--- config.mk ---
export PLATFORM = sky130hd
export DESIGN_NAME = multicycle_ctrl_flat
export DESIGN_NICKNAME = d
export VERILOG_FILES = /design/src/rtl/multicycle_ctrl_if.sv /design/src/rtl/multicycle_ctrl.sv /design/src/flat_wrapper.sv
export SDC_FILE = /design/constraint.sdc
export NUM_CORES = 1
export LEC_CHECK = 0
export BUFFER_PORTS_ARGS = -buffer_cell sky130_fd_sc_hd__buf_2
export CAP_MARGIN = 20
export CORE_MARGIN = 10
export CORE_UTILIZATION = 44
export CTS_BUF_LIST = sky130_fd_sc_hd__clkbuf_8
export DETAILED_ROUTE_END_ITERATION = 16
export PLACE_DENSITY = 0.77
export RECOVER_POWER = 25
export SLEW_MARGIN = 0
export SYNTH_ARGS = -nofsm -noshare
export SYNTH_HDL_FRONTEND = slang
export SYNTH_SLANG_ARGS = --single-unit
--- constraint.sdc ---
create_clock -name clk -period 1.4 [get_ports clk]
set_input_delay 0.07 -clock clk [delete_from_list [all_inputs] [get_ports clk]]
set_output_delay 0.07 -clock clk [all_outputs]
set_load 0.005 [all_outputs]
--- src/rtl/multicycle_ctrl_if.sv ---
// Control bundle between the multi-cycle controller and the datapath.
// master = controller (drives strobes), slave = datapath (drives opcode/irq).
interface multicycle_ctrl_if;
    logic [5:0] opcode;
    logic       irq;
    logic [1:0] alu_op;
    logic [1:0] alu_src_b;
    logic [1:0] wreg_dst;
    logic [1:0] wreg_data_sel;
    logic       mem_read;
    logic       mem_write;
    logic       i_or_d;
    logic       reg_write;
    logic       ir_write;
    logic       pc_write;
    logic       pc_write_cond;
    logic       alu_src_a;
    logic       imm_com;
    logic       int_save_pc;
    logic [2:0] pc_source;
    logic       in_isr;
    logic       int_ack;
    logic       illegal_op;

    modport master (
        input  opcode, irq,
        output alu_op, alu_src_b, wreg_dst, wreg_data_sel,
        output mem_read, mem_write, i_or_d, reg_write, ir_write,
        output pc_write, pc_write_cond, alu_src_a, imm_com,
        output int_save_pc, pc_source, in_isr, int_ack, illegal_op
    );

    modport slave (
        output opcode, irq,
        input  alu_op, alu_src_b, wreg_dst, wreg_data_sel,
        input  mem_read, mem_write, i_or_d, reg_write, ir_write,
        input  pc_write, pc_write_cond, alu_src_a, imm_com,
        input  int_save_pc, pc_source, in_isr, int_ack, illegal_op
    );
endinterface

--- src/rtl/multicycle_ctrl.sv ---
// Moore control FSM for the multi-cycle MIPS datapath, with
// interrupt entry/return sequencing at instruction boundaries.
module multicycle_ctrl #(
    parameter bit         IRQ_EN      = 1'b1,
    parameter logic [5:0] ERET_OPCODE = 6'b010000
) (
    input logic               clk,
    input logic               rst,
    multicycle_ctrl_if.master bus
);

    localparam logic [3:0] S_FETCH    = 4'd0;
    localparam logic [3:0] S_DECODE   = 4'd1;
    localparam logic [3:0] S_MEM_ADDR = 4'd2;
    localparam logic [3:0] S_MEM_RD   = 4'd3;
    localparam logic [3:0] S_MEM_WB   = 4'd4;
    localparam logic [3:0] S_MEM_WR   = 4'd5;
    localparam logic [3:0] S_R_EXEC   = 4'd6;
    localparam logic [3:0] S_R_WB     = 4'd7;
    localparam logic [3:0] S_I_EXEC   = 4'd8;
    localparam logic [3:0] S_I_WB     = 4'd9;
    localparam logic [3:0] S_BRANCH   = 4'd10;
    localparam logic [3:0] S_JUMP     = 4'd11;
    localparam logic [3:0] S_JAL      = 4'd12;
    localparam logic [3:0] S_INT      = 4'd13;
    localparam logic [3:0] S_ERET     = 4'd14;

    logic [3:0] r_state;
    logic [3:0] w_next;
    logic [3:0] w_boundary;
    logic [3:0] w_dec_next;
    logic       w_dec_ill;
    logic       r_in_isr;

    // Where to go after the last state of an instruction.
    always_comb begin
        w_boundary = S_FETCH;
        if (IRQ_EN && bus.irq && !r_in_isr)
            w_boundary = S_INT;
    end

    // Opcode decode used in the DECODE state.
    always_comb begin
        w_dec_next = w_boundary;
        w_dec_ill  = 1'b0;
        case (bus.opcode)
            6'b000000: w_dec_next = S_R_EXEC;
            6'b100011: w_dec_next = S_MEM_ADDR;
            6'b101011: w_dec_next = S_MEM_ADDR;
            6'b000100: w_dec_next = S_BRANCH;
            6'b000010: w_dec_next = S_JUMP;
            6'b000011: w_dec_next = S_JAL;
            6'b001000: w_dec_next = S_I_EXEC;
            6'b001100: w_dec_next = S_I_EXEC;
            6'b001101: w_dec_next = S_I_EXEC;
            6'b001110: w_dec_next = S_I_EXEC;
            6'b001010: w_dec_next = S_I_EXEC;
            default: begin
                if (bus.opcode == ERET_OPCODE && r_in_isr)
                    w_dec_next = S_ERET;
                else
                    w_dec_ill = 1'b1;
            end
        endcase
    end

    // Next-state selection.
    always_comb begin
        w_next = S_FETCH;
        case (r_state)
            S_FETCH:    w_next = S_DECODE;
            S_DECODE:   w_next = w_dec_next;
            S_MEM_ADDR: w_next = (bus.opcode == 6'b101011) ? S_MEM_WR : S_MEM_RD;
            S_MEM_RD:   w_next = S_MEM_WB;
            S_MEM_WB:   w_next = w_boundary;
            S_MEM_WR:   w_next = w_boundary;
            S_R_EXEC:   w_next = S_R_WB;
            S_R_WB:     w_next = w_boundary;
            S_I_EXEC:   w_next = S_I_WB;
            S_I_WB:     w_next = w_boundary;
            S_BRANCH:   w_next = w_boundary;
            S_JUMP:     w_next = w_boundary;
            S_JAL:      w_next = w_boundary;
            S_INT:      w_next = S_FETCH;
            S_ERET:     w_next = S_FETCH;
            default:    w_next = S_FETCH;
        endcase
    end

    // State and handler-active registers.
    always_ff @(posedge clk) begin
        if (rst) begin
            r_state  <= S_FETCH;
            r_in_isr <= 1'b0;
        end else begin
            r_state <= w_next;
            if (r_state == S_INT)
                r_in_isr <= 1'b1;
            else if (r_state == S_ERET)
                r_in_isr <= 1'b0;
        end
    end

    // Moore output decode; everything held low during reset.
    always_comb begin
        bus.alu_op        = 2'b00;
        bus.alu_src_b     = 2'b00;
        bus.wreg_dst      = 2'b00;
        bus.wreg_data_sel = 2'b00;
        bus.mem_read      = 1'b0;
        bus.mem_write     = 1'b0;
        bus.i_or_d        = 1'b0;
        bus.reg_write     = 1'b0;
        bus.ir_write      = 1'b0;
        bus.pc_write      = 1'b0;
        bus.pc_write_cond = 1'b0;
        bus.alu_src_a     = 1'b0;
        bus.imm_com       = 1'b0;
        bus.int_save_pc   = 1'b0;
        bus.pc_source     = 3'b000;
        bus.int_ack       = 1'b0;
        bus.illegal_op    = 1'b0;
        bus.in_isr        = 1'b0;
        if (!rst) begin
            bus.in_isr = r_in_isr;
            case (r_state)
                S_FETCH: begin
                    bus.mem_read  = 1'b1;
                    bus.ir_write  = 1'b1;
                    bus.alu_src_b = 2'b01;
                    bus.pc_write  = 1'b1;
                end
                S_DECODE: begin
                    bus.alu_src_b  = 2'b11;
                    bus.illegal_op = w_dec_ill;
                end
                S_MEM_ADDR: begin
                    bus.alu_src_a = 1'b1;
                    bus.alu_src_b = 2'b10;
                end
                S_MEM_RD: begin
                    bus.mem_read = 1'b1;
                    bus.i_or_d   = 1'b1;
                end
                S_MEM_WB: begin
                    bus.reg_write     = 1'b1;
                    bus.wreg_data_sel = 2'b01;
                end
                S_MEM_WR: begin
                    bus.mem_write = 1'b1;
                    bus.i_or_d    = 1'b1;
                end
                S_R_EXEC: begin
                    bus.alu_src_a = 1'b1;
                    bus.alu_op    = 2'b10;
                end
                S_R_WB: begin
                    bus.reg_write = 1'b1;
                    bus.wreg_dst  = 2'b01;
                    bus.alu_op    = 2'b10;
                end
                S_I_EXEC: begin
                    bus.alu_src_a = 1'b1;
                    bus.alu_src_b = 2'b10;
                    bus.alu_op    = 2'b10;
                    bus.imm_com   = 1'b1;
                end
                S_I_WB: begin
                    bus.reg_write = 1'b1;
                    bus.imm_com   = 1'b1;
                end
                S_BRANCH: begin
                    bus.alu_src_a     = 1'b1;
                    bus.alu_op        = 2'b01;
                    bus.pc_write_cond = 1'b1;
                    bus.pc_source     = 3'b001;
                end
                S_JUMP: begin
                    bus.pc_write  = 1'b1;
                    bus.pc_source = 3'b010;
                end
                S_JAL: begin
                    bus.pc_write      = 1'b1;
                    bus.pc_source     = 3'b010;
                    bus.reg_write     = 1'b1;
                    bus.wreg_dst      = 2'b10;
                    bus.wreg_data_sel = 2'b10;
                end
                S_INT: begin
                    bus.int_save_pc = 1'b1;
                    bus.pc_write    = 1'b1;
                    bus.pc_source   = 3'b011;
                    bus.int_ack     = 1'b1;
                end
                S_ERET: begin
                    bus.pc_write  = 1'b1;
                    bus.pc_source = 3'b100;
                end
                default: ;
            endcase
        end
    end

endmodule
--- src/flat_wrapper.sv ---
// flat-port wrapper written by rule: the top's interface ports become plain ports
module multicycle_ctrl_flat 
#(
    parameter bit         IRQ_EN      = 1'b1,
    parameter logic [5:0] ERET_OPCODE = 6'b010000
)
  (clk, rst, bus_opcode, bus_irq, bus_alu_op, bus_alu_src_b, bus_wreg_dst, bus_wreg_data_sel, bus_mem_read, bus_mem_write, bus_i_or_d, bus_reg_write, bus_ir_write, bus_pc_write, bus_pc_write_cond, bus_alu_src_a, bus_imm_com, bus_int_save_pc, bus_pc_source, bus_in_isr, bus_int_ack, bus_illegal_op);
  multicycle_ctrl_if bus_i ();
  input logic clk;
  input logic rst;
  input wire logic [$bits(bus_i.opcode)-1:0] bus_opcode;
  input wire logic [$bits(bus_i.irq)-1:0] bus_irq;
  output wire logic [$bits(bus_i.alu_op)-1:0] bus_alu_op;
  output wire logic [$bits(bus_i.alu_src_b)-1:0] bus_alu_src_b;
  output wire logic [$bits(bus_i.wreg_dst)-1:0] bus_wreg_dst;
  output wire logic [$bits(bus_i.wreg_data_sel)-1:0] bus_wreg_data_sel;
  output wire logic [$bits(bus_i.mem_read)-1:0] bus_mem_read;
  output wire logic [$bits(bus_i.mem_write)-1:0] bus_mem_write;
  output wire logic [$bits(bus_i.i_or_d)-1:0] bus_i_or_d;
  output wire logic [$bits(bus_i.reg_write)-1:0] bus_reg_write;
  output wire logic [$bits(bus_i.ir_write)-1:0] bus_ir_write;
  output wire logic [$bits(bus_i.pc_write)-1:0] bus_pc_write;
  output wire logic [$bits(bus_i.pc_write_cond)-1:0] bus_pc_write_cond;
  output wire logic [$bits(bus_i.alu_src_a)-1:0] bus_alu_src_a;
  output wire logic [$bits(bus_i.imm_com)-1:0] bus_imm_com;
  output wire logic [$bits(bus_i.int_save_pc)-1:0] bus_int_save_pc;
  output wire logic [$bits(bus_i.pc_source)-1:0] bus_pc_source;
  output wire logic [$bits(bus_i.in_isr)-1:0] bus_in_isr;
  output wire logic [$bits(bus_i.int_ack)-1:0] bus_int_ack;
  output wire logic [$bits(bus_i.illegal_op)-1:0] bus_illegal_op;
  assign bus_i.opcode = bus_opcode;
  assign bus_i.irq = bus_irq;
  assign bus_alu_op = bus_i.alu_op;
  assign bus_alu_src_b = bus_i.alu_src_b;
  assign bus_wreg_dst = bus_i.wreg_dst;
  assign bus_wreg_data_sel = bus_i.wreg_data_sel;
  assign bus_mem_read = bus_i.mem_read;
  assign bus_mem_write = bus_i.mem_write;
  assign bus_i_or_d = bus_i.i_or_d;
  assign bus_reg_write = bus_i.reg_write;
  assign bus_ir_write = bus_i.ir_write;
  assign bus_pc_write = bus_i.pc_write;
  assign bus_pc_write_cond = bus_i.pc_write_cond;
  assign bus_alu_src_a = bus_i.alu_src_a;
  assign bus_imm_com = bus_i.imm_com;
  assign bus_int_save_pc = bus_i.int_save_pc;
  assign bus_pc_source = bus_i.pc_source;
  assign bus_in_isr = bus_i.in_isr;
  assign bus_int_ack = bus_i.int_ack;
  assign bus_illegal_op = bus_i.illegal_op;
  multicycle_ctrl #(.IRQ_EN(IRQ_EN), .ERET_OPCODE(ERET_OPCODE)) u_core (.clk(clk), .rst(rst), .bus(bus_i));
endmodule
==> Word-level counts from Yosys, hierarchy flattened <==
Cells that the tools add are included.
{ "totals": {"register_bits": 5, "in_bits": 9, "output_inout_bits": 24, "elab_cells": 88} }
{ "op_classes": {"eq_ne": 25, "muxes": 42, "reduce_logical": 19} }
{ "ops": {"columns": ["cell", "count"], "rows": [
  ["$eq A6 B4 Y1 const B", 5],
  ["$eq A4 B4 Y1 const B", 7],
  ["$pmux W4 S7", 1],
  ["$mux W1", 27],
  ["$pmux W4 S6", 1],
  ["$eq A4 B3 Y1 const B", 4],
  ["$eq A6 B2 Y1 const B", 2],
  ["$eq A6 B6 Y1 const B", 2],
  ["$pmux W2 S2", 3],
  ["$pmux W3 S4", 1],
  ["$reduce_or A2 Y1", 6],
  ["$reduce_or A11 Y1", 1],
  ["$reduce_or A5 Y1", 2],
  ["$eq A4 B2 Y1 const B", 2],
  ["$mux W2", 4],
  ["$mux W4", 2],
  ["$reduce_or A4 Y1", 2],
  ["$reduce_or A7 Y1", 1],
  ["$eq A6 B3 Y1 const B", 1],
  ["$eq A6 B5 Y1 const B", 1],
  ["$logic_not A6 Y1", 1],
  ["$mux W3", 2],
  ["$pmux W2 S3", 1],
  ["$eq A4 B1 Y1 const B", 1],
  ["5 further kinds", 6]
]} }

==> Depth between registers and ports, before layout <==
Gate-level depths: netlist of run 1.
{ "logic_depth": {"word_depth": 6, "ltp_mapped": 6, "depth_no_buf": 5} }

==> Worst setup path before layout of run 1 <==
OpenSTA, ideal clock, no wires.
{ "synth_path": {"path_type": "reg2reg", "from": "register u_core.r_state[0]", "to": "register u_core.r_state[2]", "setup_time_ns": 0.124, "t_arrival_ns": 1.179, "required_ns": 1.276, "slack_ns": 0.097, "stages_incl_launch_ff": 7, "path_buffers": 1, "synth_period_minus_slack_ns": 1.303, "cell_sequence": "dfxtp_1 -> or2_1 -> clkbuf_1 -> a32oi_1 -> o32ai_1 -> o21ai_1 -> o31ai_1"} }
{ "synth_via": {"elab_chain_len": 3} }
{ "synth_lines": {"columns": ["element", "line", "text"], "rows": [
  ["start: declaration", "multicycle_ctrl.sv:28", "logic [3:0] r_state;"],
  ["start signal: assignment", "multicycle_ctrl.sv:96", "r_state <= w_next;"],
  ["$eq A4 B3 Y1 or $eq A4 B4 Y1 (tied branches)", "multicycle_ctrl.sv:70", "case (r_state)"],
  ["$reduce_or A7 Y1 (no source line)", null, null],
  ["$pmux W4 S7 (*)", "multicycle_ctrl.sv:70", null]
]} }
Mark *: on every way between the ends. The rest lies on a longest branch, timed or not.
A chain may end at the register's enable or synchronous reset.

==> Final worst setup path of run 1 <==
{ "layout_path": {"from": "register u_core.r_state[2]", "to": "output bus_pc_write"} }
{ "layout_via": {"elab_chain_len": 4} }
{ "layout_lines": {"columns": ["element", "line", "text"], "rows": [
  ["$eq A4 B4 Y1 or $logic_not A4 Y1 (tied branches)", "multicycle_ctrl.sv:126", "case (r_state)"],
  ["$reduce_or A5 Y1 (no source line) (*)", null, null],
  ["$mux W1 (*)", "multicycle_ctrl.sv:126", null],
  ["$mux W1 (*)", "multicycle_ctrl.sv:124", "if (!rst) begin"],
  ["end: declaration", "flat_wrapper.sv:22", "output wire logic [$bits(bus_i.pc_write)-1:0] bus_pc_write;"]
]} }
Marked as above.

==> results of run 1 <==
-- cells by family (layout without fill, tap and decap cells) --
| family | Yosys count | count (layout) | share of synthesized area, % |
|---|---|---|---|
| AOI/OAI and AO/OA | 39 | 39 | 33.7 |
| xor gates and xnor gates | 3 | 3 | 3.32 |
| buffers and inverters | 13 | 66 | 8.38 |
| DFF | 5 | 5 | 12.7 |
| and+or+nand+nor | 61 | 61 | 41.9 |
-- registers in the layout (all words and copies together), names as in the netlist --
register and cells:
u_core.r_in_isr 1, u_core.r_state 4
-- final cells by class --
cell class | instances | share of cell area (%)
Clock buffer | 3 | 2.98
Clock inverter | 1 | 0.271
Inverter | 1 | 0.271
Multi-Input combinational cell | 103 | 55.9
Sequential cell | 5 | 8.32
Tap cell | 25 | 2.26
Timing Repair Buffer | 61 | 30.0
-- synth_stat cells (2+ instances only) --
cell / n / share of area (%)
a21oi_1: 7 / 4.4
a311oi_1: 2 / 2.2
and2b_1: 2 / 1.9
and3_1: 2 / 1.6
buf_2: 5 / 3.2
buf_4: 3 / 2.8
clkbuf_1: 4 / 1.9
dfxtp_1: 5 / 13
nand2_1: 8 / 3.8
nand2b_1: 9 / 7.1
nand3_1: 2 / 1.3
nor2_1: 11 / 5.2
nor2b_1: 5 / 4.0
nor3_1: 13 / 8.2
nor4_1: 2 / 1.6
nor4b_1: 2 / 2.2
o211ai_1: 2 / 1.9
o21a_1: 3 / 2.8
o21ai_0: 8 / 5.1
o21ai_1: 3 / 1.9
o32ai_1: 2 / 2.2
or2_1: 2 / 1.6
xnor2_1: 2 / 2.2
-- timing repair --
item,in CTS,in global routing
endpoints found under the setup margin,17,19
gates resized for setup,14,36
hold endpoints to repair,0,0
buffers inserted,4,4
pin swaps,3,11
-- per-layer routing --
| metal | track usage (%) | up-vias |
|---|---|---|
| met5 | 0 | - |
| met4 | 8.38 | 0 |
| met3 | 5.38 | 10 |
| met2 | 21.8 | 62 |
| met1 | 14.6 | 544 |
| li1 | - | 555 |
-- worst max-delay path: cells and delay by family, from the launching register on --
| kind | cells | cell delay (ns) |
|---|---|---|
| flip-flops | 1 | 0.35 |
| AND/OR/NAND/NOR | 1 | 0.34 |
| AO/OA/AOI/OAI | 2 | 0.28 |
| buffers and inverters | 2 | 0.24 |
-- power by group --
group	switching [µW]	leakage, µW	internal (µW)
sequential	83.2	0.0000437	210
clock	83.2	0.0000269	189
combinational	793	0.000555	848
-- worst max path at each step --
| stage | start | to | slack, ns | cells after the start |
|---|---|---|---|---|
| floorplan | u_core.r_state[0]$_SDFF_PP0_ | u_core.r_state[2]$_SDFF_PP0_ | 0.1 | 6 |
| global placement | u_core.r_state[3]$_SDFF_PP0_ | bus_reg_write | 0.07 | 6 |
| detailed placement | u_core.r_state[1]$_SDFF_PP0_ | bus_illegal_op | -0.003 | 6 |
| CTS | u_core.r_state[2]$_SDFF_PP0_ | bus_pc_write | -0.10 | 5 |
| global route | u_core.r_state[3]$_SDFF_PP0_ | bus_illegal_op | -0.17 | 5 |
| finish | u_core.r_state[2]$_SDFF_PP0_ | bus_pc_write | -0.12 | 5 |
-- through the flow --
stage / setup TNS (ns) / instance area (µm²) / hold slack (ns) / util [%]
after floorplan: 0 / 791 / 0.190 / -
after global routing: -1.10 / 1380 / 0.334 / 81.0
final: -0.369 / 1380 / 0.290 / 81.0
after CTS: -0.431 / 1190 / 0.255 / 69.5
after global placement: 0 / 1080 / 0.481 / 63.1
after detailed placement: -0.00339 / 1080 / 0.492 / 63.1
==> impl_metrics.env, run 1 <==
export IMPL_final_instance_count_excl_fill=199
export IMPL_rows=15
export IMPL_r2r_end="u_core.r_state[2]$_SDFF_PP0_"
export IMPL_reg2reg_from="u_core.r_state[0]$_SDFF_PP0_"
export IMPL_relSlewSlack_pct=63.1
export IMPL_final_max_slew_viol_count=0
export IMPL_drt_iter0_drc=31
export IMPL_dpl_cell_count=187
export IMPL_async_reset_ff_share_pct=0
export IMPL_yosysUniqueCellTypes=40
export IMPL_tightest_slew_ns=0.553
export IMPL_final_cell_mix="32 x buf_2, 19 x buf_4, 11 x nor2_1, 10 x buf_6, 9 x nor3_1"
export IMPL_layout_drive_gt1_share_pct=54.0
export IMPL_ys_seq_elements=5
export IMPL_ir_drop_mv=1.31
export IMPL_grt_pass1_vias=1024
export IMPL_required_ns=1.33
export IMPL_cts_hold_buffers=0
export IMPL_drt_wl_total_mm=3.25
export IMPL_finalCritPeriodShare_pct=109
export IMPL_area_growth_pct=75.0
export IMPL_m1WireLength_mm=1.31
export IMPL_place_ws_ns=-0.00339
export IMPL_status="finished, violations left"
export IMPL_gp_congestion=0.923
export IMPL_rsz0062_at_grt="true"
export IMPL_io_buffers=32
export IMPL_drc=0
export IMPL_initial_core_util_pct=46.3
export IMPL_clk_latency_ns=0.23
export IMPL_hold_viol=0
export IMPL_h_tree_depth=1
export IMPL_io_pins=33
export IMPL_multi_input_area_um2=773
export IMPL_wl_met2_mm=1.57
export IMPL_p_total_uw=2210
export IMPL_routed_top_layer="met4"
export IMPL_core_area_um2=1710
export IMPL_grt_max_degree=25
export IMPL_maxCapViolations=0
export IMPL_netlist_area_um2=791
export IMPL_syn_nets=130
export IMPL_synth_ff_type="dfxtp_1"
export IMPL_finClkSkew_ns=0.00162
export IMPL_cts_root_buf="clkbuf_8"
export IMPL_reg2reg_setup_slack_ns=-0.01
export IMPL_p_leak_uw=0.000626
export IMPL_postSynthAreaPerCell_um2=6.54
export IMPL_setup_viol_count_final=9
export IMPL_violations="negative setup slack"
export IMPL_crit_fanout=4
export IMPL_critPathMaxStageDelay_ns=0.35
export IMPL_path_class="reg -> out"
export IMPL_fmax_mhz=656
export IMPL_holdPathEnd="u_core.r_state[2]$_SDFF_PP0_"
export IMPL_path_clk_slew_ns=0.04
export IMPL_min_from="bus_opcode[1]"
export IMPL_crit_chain="buf_6 > or3_1 > a21o_1 > a21oi_2 > buf_2"
export IMPL_detail_route_vias_per_cell=5.88
export IMPL_layout_commonest_cell="buf_2"
export IMPL_wl_met3_um=283
export IMPL_max_clock_path_buffers=2
export IMPL_die_height_um=62.4
export IMPL_diodes=0
export IMPL_die_w_um=62.4
export IMPL_whs_path_depth=3
export IMPL_cp_arrival_ns=1.45
export IMPL_firstDrtPassIters=5
export IMPL_cts_tree="done"
export IMPL_fin_nets=184
export IMPL_fin_ws_ns=-0.123
export IMPL_die_area_um2=3890
export IMPL_hp_class="in -> reg"
export IMPL_wl_per_cell_um=16.3
export IMPL_vias=1171
export IMPL_grt_pass1_wl_mm=4.55
export IMPL_final_min_clock_period_ns=1.52
export IMPL_crit_path_end_kind="output pin"
export IMPL_crit_path_start_kind="flip-flop"
export IMPL_ys_warn_count=0
export IMPL_seq_area_um2=115
export IMPL_fill_cells=107
export IMPL_synth_edf_count=0
export IMPL_antenna_found_initial=0
export IMPL_clock_sinks=5
export IMPL_overflow=0
export IMPL_syn_inst=121
export IMPL_ys_seq_area_share_pct=12.7
export IMPL_cts_buffers=3
export IMPL_post_dp_hpwl_mm=2.11
export IMPL_power_density_nw_per_um2=1590
export IMPL_ff2ff_path_depth=6
export IMPL_cp_slowest_cell="dfxtp_4"
export IMPL_ant_nets=0
export IMPL_grt_use_total_pct=13.6
(Power assumes the default switching activity.)
==> inputs of run 2 (changes only) <==
--- a/config.mk
+++ b/config.mk
@@ -13,6 +13,7 @@
 export DETAILED_ROUTE_END_ITERATION = 16
 export PLACE_DENSITY = 0.77
 export RECOVER_POWER = 25
+export SETUP_SLACK_MARGIN = 0.02
 export SLEW_MARGIN = 0
 export SYNTH_ARGS = -nofsm -noshare
 export SYNTH_HDL_FRONTEND = slang
==> run 2 against run 1 <==
Net effect: the run still ends with negative setup slack left; global-route usage stayed put; wire length is 5.3% lower; clock skew is 0.0035 ns higher; highest routed layer unchanged; critical endpoint unchanged; first-iteration DRC count is 35% lower; core utilization is 2.5 points lower; critical path depth stayed put; sequential share of layout area is 0.26 points higher; via count is 2.4% lower; total power is 5.2% lower.
==> impl_metrics.env, run 2 (same netlist as run 1, synthesis figures left out) <==
export IMPL_vias=1143
export IMPL_maxCapViolations=0
export IMPL_gp_congestion=0.923
export IMPL_finalCritPeriodShare_pct=109
export IMPL_drt_iter0_drc=20
export IMPL_regMostFlops="u_core.r_state"
export IMPL_fin_hold_ws_ns=0.286
export IMPL_fill_cells=118
export IMPL_grt_use_total_pct=13.6
export IMPL_firstDrtPassIters=4
export IMPL_cts_hold_buffers=0
export IMPL_largest_reg_flops=4
export IMPL_diodes=0
export IMPL_path_class="reg -> out"
export IMPL_antenna_found_initial=0
export IMPL_path_clk_slew_ns=0.04
export IMPL_setup_viol_count_final=9
export IMPL_hp_class="in -> reg"
export IMPL_violations="negative setup slack"
export IMPL_grt_pass1_wl_mm=4.55
export IMPL_seq_area_um2=115
export IMPL_cts_tree="done"
export IMPL_fin_nets=181
export IMPL_die_height_um=62.4
export IMPL_cts_root_buf="clkbuf_8"
export IMPL_required_ns=1.33
export IMPL_core_area_um2=1710
export IMPL_cts_buffers=3
export IMPL_post_dp_hpwl_mm=2.11
export IMPL_final_max_slew_viol_count=0
export IMPL_r2r_end="u_core.r_state[2]$_SDFF_PP0_"
export IMPL_max_clock_path_buffers=2
export IMPL_multi_input_area_um2=762
export IMPL_drc=0
export IMPL_crit_fanout=4
export IMPL_finalSetupTns_ns=-0.364
export IMPL_reg2reg_from="u_core.r_state[0]$_SDFF_PP0_"
export IMPL_clock_sinks=5
export IMPL_relSlewSlack_pct=63.2
export IMPL_ir_drop_mv=1.13
export IMPL_grt_max_degree=25
export IMPL_final_min_clock_period_ns=1.52
export IMPL_crit_path_end_kind="output pin"
export IMPL_layout_commonest_cell="buf_2"
export IMPL_area_growth_pct=69.6
export IMPL_tightest_slew_ns=0.552
export IMPL_rsz0062_at_grt="true"
export IMPL_top_regs="u_core.r_state: 4 flops, u_core.r_in_isr: 1 flops"
export IMPL_drt_wl_total_mm=3.08
export IMPL_min_from="bus_opcode[1]"
export IMPL_final_cell_mix="31 x buf_2, 16 x buf_4, 11 x nor2_1, 9 x nor3_1, 9 x buf_6"
export IMPL_place_ws_ns=-0.00339
export IMPL_status="finished, violations left"
export IMPL_fin_ws_ns=-0.122
export IMPL_finClkSkew_ns=0.00511
export IMPL_hold_viol=0
export IMPL_p_leak_uw=0.000596
export IMPL_detail_route_vias_per_cell=5.83
export IMPL_ant_nets=0
export IMPL_clk_latency_ns=0.23
export IMPL_holdPathEnd="u_core.r_state[2]$_SDFF_PP0_"
export IMPL_initial_core_util_pct=46.3
export IMPL_wl_per_cell_um=15.7
export IMPL_power_density_nw_per_um2=1560
export IMPL_ff2ff_path_depth=6
export IMPL_fmax_mhz=657
export IMPL_grt_pass1_vias=1024
export IMPL_overflow=0
export IMPL_h_tree_depth=1
export IMPL_whs_path_depth=3
export IMPL_die_area_um2=3890
export IMPL_rows=15
export IMPL_reg2reg_setup_slack_ns=0.01
export IMPL_layout_drive_gt1_share_pct=50.3
export IMPL_io_buffers=32
export IMPL_cp_arrival_ns=1.45
export IMPL_io_pins=33
export IMPL_crit_path_start_kind="flip-flop"
export IMPL_die_w_um=62.4
## run 2: metal layers
metal | vias up | wire length (µm) | track usage (%)
met1 | 534 | 1200 | 14.6
met2 | 51 | 1520 | 21.8
li1 | 546 | - | -
met3 | 12 | 245 | 5.38
met4 | 0 | 108 | 8.38
met5 | - | 0 | 0
## run 2: worst max path at each step
stage / from / slack, ns / endpoint / cells past startpoint
global placement: u_core.r_state[3]$_SDFF_PP0_ / 0.07 / bus_reg_write / 6
floorplan: u_core.r_state[0]$_SDFF_PP0_ / 0.1 / u_core.r_state[2]$_SDFF_PP0_ / 6
CTS: u_core.r_state[2]$_SDFF_PP0_ / -0.10 / bus_pc_write / 5
detailed placement: u_core.r_state[1]$_SDFF_PP0_ / -0.003 / bus_illegal_op / 6
finish: u_core.r_state[2]$_SDFF_PP0_ / -0.12 / bus_pc_write / 5
global route: u_core.r_state[2]$_SDFF_PP0_ / -0.17 / bus_illegal_op / 5
## run 2: area by class of cell
| class | instances | area share, % |
|---|---|---|
| sequential | 5 | 8.58 |
| multi-input combinational | 103 | 56.8 |
| clock buffer | 3 | 3.08 |
| timing repair buffer | 58 | 28.6 |
| inverter | 1 | 0.280 |
| tap | 25 | 2.33 |
| clock inverter | 1 | 0.280 |
## run 2: through the flow
stage	std cells	cell area [µm²]	power [µW]	utilization, %
finish	196	1340	2090	78.5
CTS	195	1190	1780	69.5
global route	196	1340	2220	78.5
floorplan	121	791	864	-
global placement	187	1080	1350	63.1
detailed placement	187	1080	1380	63.1
## run 2: what timing repair did
| item | 4_1_cts | 5_1_grt |
|---|---|---|
| gates cloned | 0 | 0 |
| setup endpoints to repair | 18 | 23 |
| buffers inserted | 4 | 1 |
| resized for setup | 14 | 31 |
| pin swaps | 4 | 9 |
## run 2: critical path, stage by stage (launching register included)
cell and delay (ns):
dfxtp_4 0.35, buf_6 0.12, or3_1 0.34, a21o_1 0.18
a21oi_2 0.10, buf_2 0.12
## run 2: report_power, final
group | total [µW] | switching, µW | leakage, µW | internal, µW
logic | 1500 | 717 | 0.000525 | 785
registers | 314 | 104 | 0.0000437 | 210
clock network | 275 | 85.6 | 0.0000269 | 189
total | 2090 | 906 | 0.000596 | 1180
